===== config.mk =====
export PLATFORM = sky130hd
export DESIGN_NAME = control_sequencer
export DESIGN_NICKNAME = d
export VERILOG_FILES = /design/src/rtl/control_sequencer.sv
export SDC_FILE = /design/constraint.sdc
export NUM_CORES = 1
export LEC_CHECK = 0
export ABC_AREA = 1
export CAP_MARGIN = 10
export CORE_UTILIZATION = 42
export DETAILED_ROUTE_END_ITERATION = 7
export GPL_ROUTABILITY_DRIVEN = 0
export GPL_TIMING_DRIVEN = 0
export MAX_ROUTING_LAYER = met4
export PLACE_DENSITY = 0.81
export SLEW_MARGIN = 20
export SYNTH_ARGS = -nofsm -noshare
export SYNTH_HDL_FRONTEND = slang
export SYNTH_SLANG_ARGS = --single-unit

===== constraint.sdc =====
create_clock -name clk -period 2.3 [get_ports clk]
set_input_delay 0.46 -clock clk [delete_from_list [all_inputs] [get_ports clk]]
set_output_delay 0.46 -clock clk [all_outputs]
set_load 0.02 [all_outputs]

===== src/rtl/control_sequencer.sv =====
// control_sequencer: T-state ring plus microcode decode for the 8-bit CPU.
// Owns the one-hot T1..T6 ring and the halted flag, and decodes the opcode
// and flags into the per-cycle control word that drives the datapath.
module control_sequencer #(
    parameter int INST_W   = 8,
    parameter int T_STATES = 6,
    parameter int CTRL_W   = 24
) (
    input  logic                clk,
    input  logic                clear,
    input  logic                enable,
    input  logic [INST_W-1:0]   inst,
    input  logic                zero_flag,
    output logic [T_STATES-1:0] t_state,
    output logic [CTRL_W-1:0]   ctrl,
    output logic                halted
);

    // Ring positions (one-hot, bit0 = T1)
    localparam logic [T_STATES-1:0] T1     = {{(T_STATES-1){1'b0}}, 1'b1};
    localparam logic [T_STATES-1:0] T2     = T1 << 1;
    localparam logic [T_STATES-1:0] T3     = T1 << 2;
    localparam logic [T_STATES-1:0] T4     = T1 << 3;
    localparam logic [T_STATES-1:0] T5     = T1 << 4;
    localparam logic [T_STATES-1:0] T6     = T1 << 5;
    localparam logic [T_STATES-1:0] T_LAST = T1 << (T_STATES-1);

    // Opcodes
    localparam logic [3:0] OP_LDA  = 4'h1;
    localparam logic [3:0] OP_ADD  = 4'h2;
    localparam logic [3:0] OP_SUB  = 4'h3;
    localparam logic [3:0] OP_STA  = 4'h4;
    localparam logic [3:0] OP_LDI  = 4'h5;
    localparam logic [3:0] OP_JMP  = 4'h6;
    localparam logic [3:0] OP_OUT  = 4'h7;
    localparam logic [3:0] OP_MOVB = 4'h8;
    localparam logic [3:0] OP_MOVC = 4'h9;
    localparam logic [3:0] OP_JZ   = 4'hA;
    localparam logic [3:0] OP_LDX  = 4'hB;
    localparam logic [3:0] OP_HLT  = 4'hF;

    // Control word bit positions
    localparam int HLT_CLK   = 0;
    localparam int COUNT_PC  = 1;
    localparam int CLEAR_PC  = 2;
    localparam int EN_PC     = 3;
    localparam int LD_PC     = 4;
    localparam int LD_MAR    = 5;
    localparam int CE_RAM    = 6;
    localparam int WE_RAM    = 7;
    localparam int LD_IR     = 8;
    localparam int EN_IR     = 9;
    localparam int CLEAR_IR  = 10;
    localparam int LD_ACC    = 11;
    localparam int EN_ACC    = 12;
    localparam int SUB_MODE  = 13;
    localparam int EN_ALU    = 14;
    localparam int LD_B      = 15;
    localparam int LD_C      = 17;
    localparam int LD_OUT    = 22;
    localparam int EXT_FETCH = 23;

    logic [T_STATES-1:0] t_state_q, t_state_d;
    logic                halted_q, halted_d;
    logic [T_STATES-1:0] last_t;
    logic                legal;
    logic                last_step;
    logic                halt_now;
    logic [3:0]          opcode;

    assign opcode    = inst[INST_W-1 -: 4];
    assign legal     = (t_state_q != '0) && ((t_state_q & (t_state_q - T1)) == '0);
    assign last_step = (t_state_q == last_t) || (t_state_q == T_LAST);
    assign halt_now  = (t_state_q == T4) && (opcode == OP_HLT);

    // Final T-state of each opcode; the ring wraps to T1 on the edge after it
    always_comb begin
        last_t = T3;
        case (opcode)
            OP_LDA, OP_STA, OP_LDX:                    last_t = T5;
            OP_ADD, OP_SUB:                            last_t = T6;
            OP_LDI, OP_JMP, OP_OUT, OP_MOVB, OP_MOVC,
            OP_JZ, OP_HLT:                             last_t = T4;
            default:                                   last_t = T3;
        endcase
    end

    // Ring advance: clear dominates, halt freezes at T4, enable gates stepping
    always_comb begin
        t_state_d = t_state_q;
        halted_d  = halted_q;
        if (clear) begin
            t_state_d = T1;
            halted_d  = 1'b0;
        end else if (!halted_q && enable) begin
            if (!legal)
                t_state_d = T1;
            else if (halt_now)
                halted_d = 1'b1;
            else if (last_step)
                t_state_d = T1;
            else
                t_state_d = t_state_q << 1;
        end
    end

    // State registers with synchronous reset
    always_ff @(posedge clk) begin
        if (clear) begin
            t_state_q <= T1;
            halted_q  <= 1'b0;
        end else begin
            t_state_q <= t_state_d;
            halted_q  <= halted_d;
        end
    end

    // Control word decode; a frozen ring issues nothing so strobes never repeat
    always_comb begin
        ctrl = '0;
        if (clear) begin
            ctrl[CLEAR_PC] = 1'b1;
            ctrl[CLEAR_IR] = 1'b1;
        end else if (halted_q) begin
            ctrl[HLT_CLK] = 1'b1;
        end else if (enable && legal) begin
            case (t_state_q)
                T1: begin ctrl[EN_PC] = 1'b1; ctrl[LD_MAR] = 1'b1; end
                T2: ctrl[COUNT_PC] = 1'b1;
                T3: begin ctrl[CE_RAM] = 1'b1; ctrl[LD_IR] = 1'b1; end
                T4: begin
                    case (opcode)
                        OP_LDA, OP_ADD, OP_SUB, OP_STA: begin ctrl[EN_IR] = 1'b1; ctrl[LD_MAR] = 1'b1; end
                        OP_LDI:  begin ctrl[EN_IR] = 1'b1;  ctrl[LD_ACC] = 1'b1; end
                        OP_JMP:  begin ctrl[EN_IR] = 1'b1;  ctrl[LD_PC] = 1'b1; end
                        OP_OUT:  begin ctrl[EN_ACC] = 1'b1; ctrl[LD_OUT] = 1'b1; end
                        OP_MOVB: begin ctrl[EN_ACC] = 1'b1; ctrl[LD_B] = 1'b1; end
                        OP_MOVC: begin ctrl[EN_ACC] = 1'b1; ctrl[LD_C] = 1'b1; end
                        OP_JZ: begin
                            ctrl[EN_IR] = zero_flag;
                            ctrl[LD_PC] = zero_flag;
                        end
                        OP_LDX: begin
                            ctrl[EN_PC]     = 1'b1;
                            ctrl[LD_MAR]    = 1'b1;
                            ctrl[EXT_FETCH] = 1'b1;
                        end
                        OP_HLT:  ctrl[HLT_CLK] = 1'b1;
                        default: ;
                    endcase
                end
                T5: begin
                    case (opcode)
                        OP_LDA: begin ctrl[CE_RAM] = 1'b1; ctrl[LD_ACC] = 1'b1; end
                        OP_ADD, OP_SUB: begin
                            ctrl[CE_RAM]   = 1'b1;
                            ctrl[LD_B]     = 1'b1;
                            ctrl[SUB_MODE] = (opcode == OP_SUB);
                        end
                        OP_STA: begin ctrl[EN_ACC] = 1'b1; ctrl[WE_RAM] = 1'b1; end
                        OP_LDX: begin
                            ctrl[CE_RAM]    = 1'b1;
                            ctrl[LD_ACC]    = 1'b1;
                            ctrl[COUNT_PC]  = 1'b1;
                            ctrl[EXT_FETCH] = 1'b1;
                        end
                        default: ;
                    endcase
                end
                T6: begin
                    if (opcode == OP_ADD || opcode == OP_SUB) begin
                        ctrl[EN_ALU]   = 1'b1;
                        ctrl[LD_ACC]   = 1'b1;
                        ctrl[SUB_MODE] = (opcode == OP_SUB);
                    end
                end
                default: ;
            endcase
        end
    end

    assign t_state = t_state_q;
    assign halted  = halted_q;

endmodule

# == Yosys cells after proc, flatten, opt, wreduce, memory -nomap -nowiden ==
# Memory sizes are Yosys's and may differ from the RTL's.
# Index checks and enable logic that the tools add are counted.
# op_classes
bitwise,1
muxes,54
add_sub_neg,1
reduce_logical,18
n_eq_ne,20
# ops
op,n
$mux W1,29
$mux W7,3
$eq A4 B4 Y1 const B,5
$mux W6,3
$pmux W1 S2,9
$eq A4 B3 Y1 const B,4
$mux W5,3
$mux W2,6
$eq A4 B2 Y1 const B,2
$and A6 B6 Y6,1
$eq A6 B1 Y1 const B,1
$eq A6 B2 Y1 const B,1
$eq A6 B3 Y1 const B,1
$eq A6 B4 Y1 const B,1
$eq A6 B5 Y1 const B,1
$eq A6 B6 Y1,1
$eq A6 B6 Y1 const B,1
$logic_not A6 Y1,1
$reduce_bool A6 Y1,1
$reduce_or A2 Y1,3
$reduce_or A6 Y1,1
$sub A6 B1 Y6 const B,1
$reduce_or A5 Y1,1
$eq A4 B1 Y1 const B,1
9 further kinds,13
# word_totals
mem_count,1
input_bits,12
romBits,64
reg_bits,7
# memory_table
memory,words,word_bits,read_ports,rd_ports_with_merged_regs,wr,line,text
(no name shown),16,4,1,0,0,79,case (opcode)

# == Logic depth before layout (Yosys ltp) ==
# logic_depth
word_depth,8
ltp_mapped,11
mapped_depth_nobuf,11

# == Worst setup path after synthesis ==
# OpenSTA, ideal clock, no wires.
# synth_timing
path_kind,flip-flop to output port
start,register t_state_q[5] (netlist: t_state[5])
end,output ctrl[9]
path_buffers,0
stages_incl_launch_ff,9
required_time_ns,1.840
arrival_ns,1.607
slack_ns,0.233
cell_sequence,dfxtp_1 -> inv_1 -> nand2_2 -> nand2_2 -> nor2_4 -> o21ai_4 -> nor2_8 -> nand2_1 -> a31oi_1
# synth_between
elab_chain_len,8
elab_cells_between_ends,11
# synth_rtl
element,line,text
"start, declared",63,"logic [T_STATES-1:0] t_state_q, t_state_d;"
"start signal, assigned",113,t_state_q <= t_state_d;
$sub A6 B1 Y6,72,assign legal = (t_state_q != '0) && ((t_state_q & (t_state_q - T1)) == '0);
$and A6 B6 Y6,72,
$logic_not A6 Y1,72,
$logic_and A1 B1 Y1,72,
$logic_and A1 B1 Y1,126,end else if (enable && legal) begin
$mux W7 *,126,
$mux W7 *,124,end else if (halted_q) begin
$mux W7 *,121,if (clear) begin
"end, declared",15,"output logic [CTRL_W-1:0] ctrl,"
# Mark *: on every way between the ends. The rest lies on a longest branch, timed or not.

# == Final worst setup path ==
# layout_timing
start,register t_state_q[3] (netlist: t_state[3])
end,output ctrl[11]
# layout_between
elab_chain_len,8
elab_cells_between_ends,13
# layout_rtl
element,line
$sub A6 B1 Y6,72
$and A6 B6 Y6,72
$logic_not A6 Y1,72
$logic_and A1 B1 Y1,72
$logic_and A1 B1 Y1,126
$mux W5 *,126
$mux W5 *,124
$mux W5 *,121
# Marks and branches as above.

==> results.md <==
* Status: finished, final reports clean
* Final Cell Area at 1460 um2
* Mapped Area at around 1000 um2
* Sw frac at between 30% and 40%
* Iter 0 DRT Violations at 11
* Multi-input gate area at ~740 um2
* Fill cell count at 213
* GR Overflow Total at 0
* Arr. time, crit path at 1760 ps
* Post-route clock skew at 4.06 ps
* Initial antenna violation count at 0
* CTS tree: yes
* Final hold vios at 0
* Clk sink count at 7
* H-tree lvl count at 1
* Clock share of power at 22.9%
* Die Ht at 50.1 um
* CTS Hold Bufs at 0
* Max VDD drop at about 0.28 mV
* R2R Setup Slk at 730 ps
* Antenna violation net count after detailed routing at 0
* Pwr Density at 320 nW/um2
* Rows at 17
* P_sw at 0.182 mW
* Yosys warns at 0
* Number of I/O pins at 43
* Routed WL at 2.79 mm
* Dominant synthesized flop cell: dfxtp_1
* Placed cell area at 1330 um2
* Leak at a little over 0.7 nW
* Area Overhead vs Synth at 50.2%
* Worst hold slack at 528 ps
* Gate Count Post-Synth at roughly 170
* DR WL/cell at roughly 11 um
* Largest net degree at the start of global routing at 11
* Worst Path Max Fanout at 5
* Clk slew on worst S/H paths at ~50 ps
* Top post-synthesis cells by count: nand2_1, nor2_1, inv_1
* Die width at between 50 and 60 um
* CTS max path bufs at 2
* Reg power frac at between 20% and 30%
* Achievable Freq at 451 MHz
* GRT Total Usage at 23.9%
* Remaining DRCs at 0
* Internal Power at 0.285 mW
* WP data required at 1840 ps
* I/O Buffers at 31
* Die area at 2510 um2
* Crit start category: flop
* Synth area leaders: nand2_1, dfxtp_1, nor2_1
* Post-synthesis sequential area ratio at 14.4%
* Total of max-cap violations at 0
* Clk_lat worst skew at 250 ps
* Total CTS buffers at 3
* Routed via count at 1215
* Synth cell types at 27
* Crit. End Element: primary output
* DR vias/cell at 4.90
* Layout Nets at 233
* N_diodes at 0
* Synth Area per Inst at 5.62 um2
* Async SR Flop Fraction at 0%
* Hold Path Class: reg2reg
* Vias in the first global route at 1082
* Final Util at between 60% and 70%
* FF/Latch Area at 158 um2
* DPL Wire Length at 2.05 mm
* Cell accounting for the most synthesized area: nand2_1
* Relative slew slack at 63.0%
* CTS root buffer: clkbuf_4
* Drt pass-1 iters at 4
* WS Path Type: reg2out
* RSZ-0062 raised after global routing: true
* EDFF count, synth at 0
* Global-route wire length before repair at 4.47 mm
* Endpoints failing setup at 0
* Flops & latches, synth at 7
* Combinational Power Share at 48.0%
* Count leader, synth: nand2_1
* Worst-Margin Slew at roughly 560 ps
* Share of the synthesized area in the top cell type at between 10% and 20%
* Tcrit/Tclk final at between 90% and 100%
* Share of post-route cells with drive strength above 1 at a little under a third
* Initial Util at 44.4%
* Slew Limit Fails at 0
* Core footprint at 2190 um2
* Crit path time final at between 2000 and 2500 ps
[cell usage in the layout, fill, tap and decap left out, types with 2 or more instances in the layout]
cell,netlist,layout
nand3_1,17,17
dfxtp_4,0,4
clkbuf_4,0,3
nor3_1,6,5
clkdlybuf4s15_1,0,2
a21oi_1,8,8
dfxtp_2,0,2
o21ai_0,3,2
clkbuf_1,1,2
clkdlybuf4s50_1,0,11
buf_4,7,15
dlygate4sd2_1,0,4
nand2_2,5,5
buf_6,0,5
nor2_4,3,5
nor2_2,0,4
nor2_1,26,20
nor2_8,2,2
nand2_4,2,3
nand4_1,3,3
nand2_1,46,45
clkbuf_2,0,3
inv_2,1,2
conb_1,1,5
buf_2,1,5
o21ai_1,2,3
inv_1,24,22
[repair_timing]
item / 4_1_cts / 5_1_grt
setup buffers: 5 / 3
hold endpoints to repair: 0 / 0
resized for setup: 71 / 27
setup endpoints to repair: 17 / 16
pin swaps: 7 / 4
[final cells by class]
class / count / area share [%]
Clock buffer: 4 / 1.80
Tap cell: 28 / 2.40
Timing Repair Buffer: 39 / 23.8
Buffer: 9 / 4.20
Multi-Input combinational cell: 136 / 50.4
Sequential cell: 7 / 10.8
Inverter: 25 / 6.60
[power groups by stage]
stage | clock network [mW] | logic (mW) | registers (mW)
finish | 0.107 | 0.224 | 0.136
global route | 0.122 | 0.243 | 0.137
CTS | 0.113 | 0.214 | 0.137
global placement | 0 | 0.183 | 0.140
floorplan | 0 | 0.129 | 0.146
detailed placement | 0 | 0.187 | 0.141
[critical path, cell delays in order (launching register included)]
cell and delay [ps]:
dfxtp_4 360, nor2_4 180, buf_4 140, buf_4 90, nand4_1 190, o21ai_0 220, nor3_1 70, nor2_1 90
clkbuf_2 170
[logic make-up after synthesis]
| logic type | Yosys count | share of synthesized area, % |
|---|---|---|
| buffers and inverters | 34 | 16.0 |
| other | 1 | 0.386 |
| AO/OA/AOI/OAI | 17 | 10.8 |
| AND/OR/NAND/NOR | 114 | 58.4 |
| flip-flops | 7 | 14.4 |
[metal layers]
layer	up-vias	wire (um)	global-route usage [%]
met3	0	134	2.78
li1	631	-	-
met5	-	0	-
met1	550	1140	26.1
met2	34	1520	42.0
met4	0	0	11.9
[metrics by stage]
stage | instances | setup WS (ps) | total power [mW] | TNS (ps)
3_3_place_gp | 236 | -545 | 0.323 | -7080
4_1_cts | 245 | 5.04 | 0.464 | 0
5_1_grt | 248 | -41.4 | 0.502 | -138
6_report | 248 | 84.9 | 0.467 | 0
2_1_floorplan | 177 | 233 | 0.275 | 0
3_5_place_dp | 236 | -611 | 0.327 | -7820
[registers in the layout, indices dropped and copies added, names as in the netlist]
name,flops
t_state,6
halted,1
[worst paths after layout]
| kind | from | to | cells past startpoint |
|---|---|---|---|
| hold / removal | t_state[2] | t_state[2] | 2 |
| setup reg to reg | t_state[0] | t_state[1] | 6 |
| hold reg to reg | t_state[2] | t_state[2] | 2 |
| setup / recovery | t_state[3] | ctrl[11] | 8 |
No activity file was read; power rests on OpenSTA's default activity.
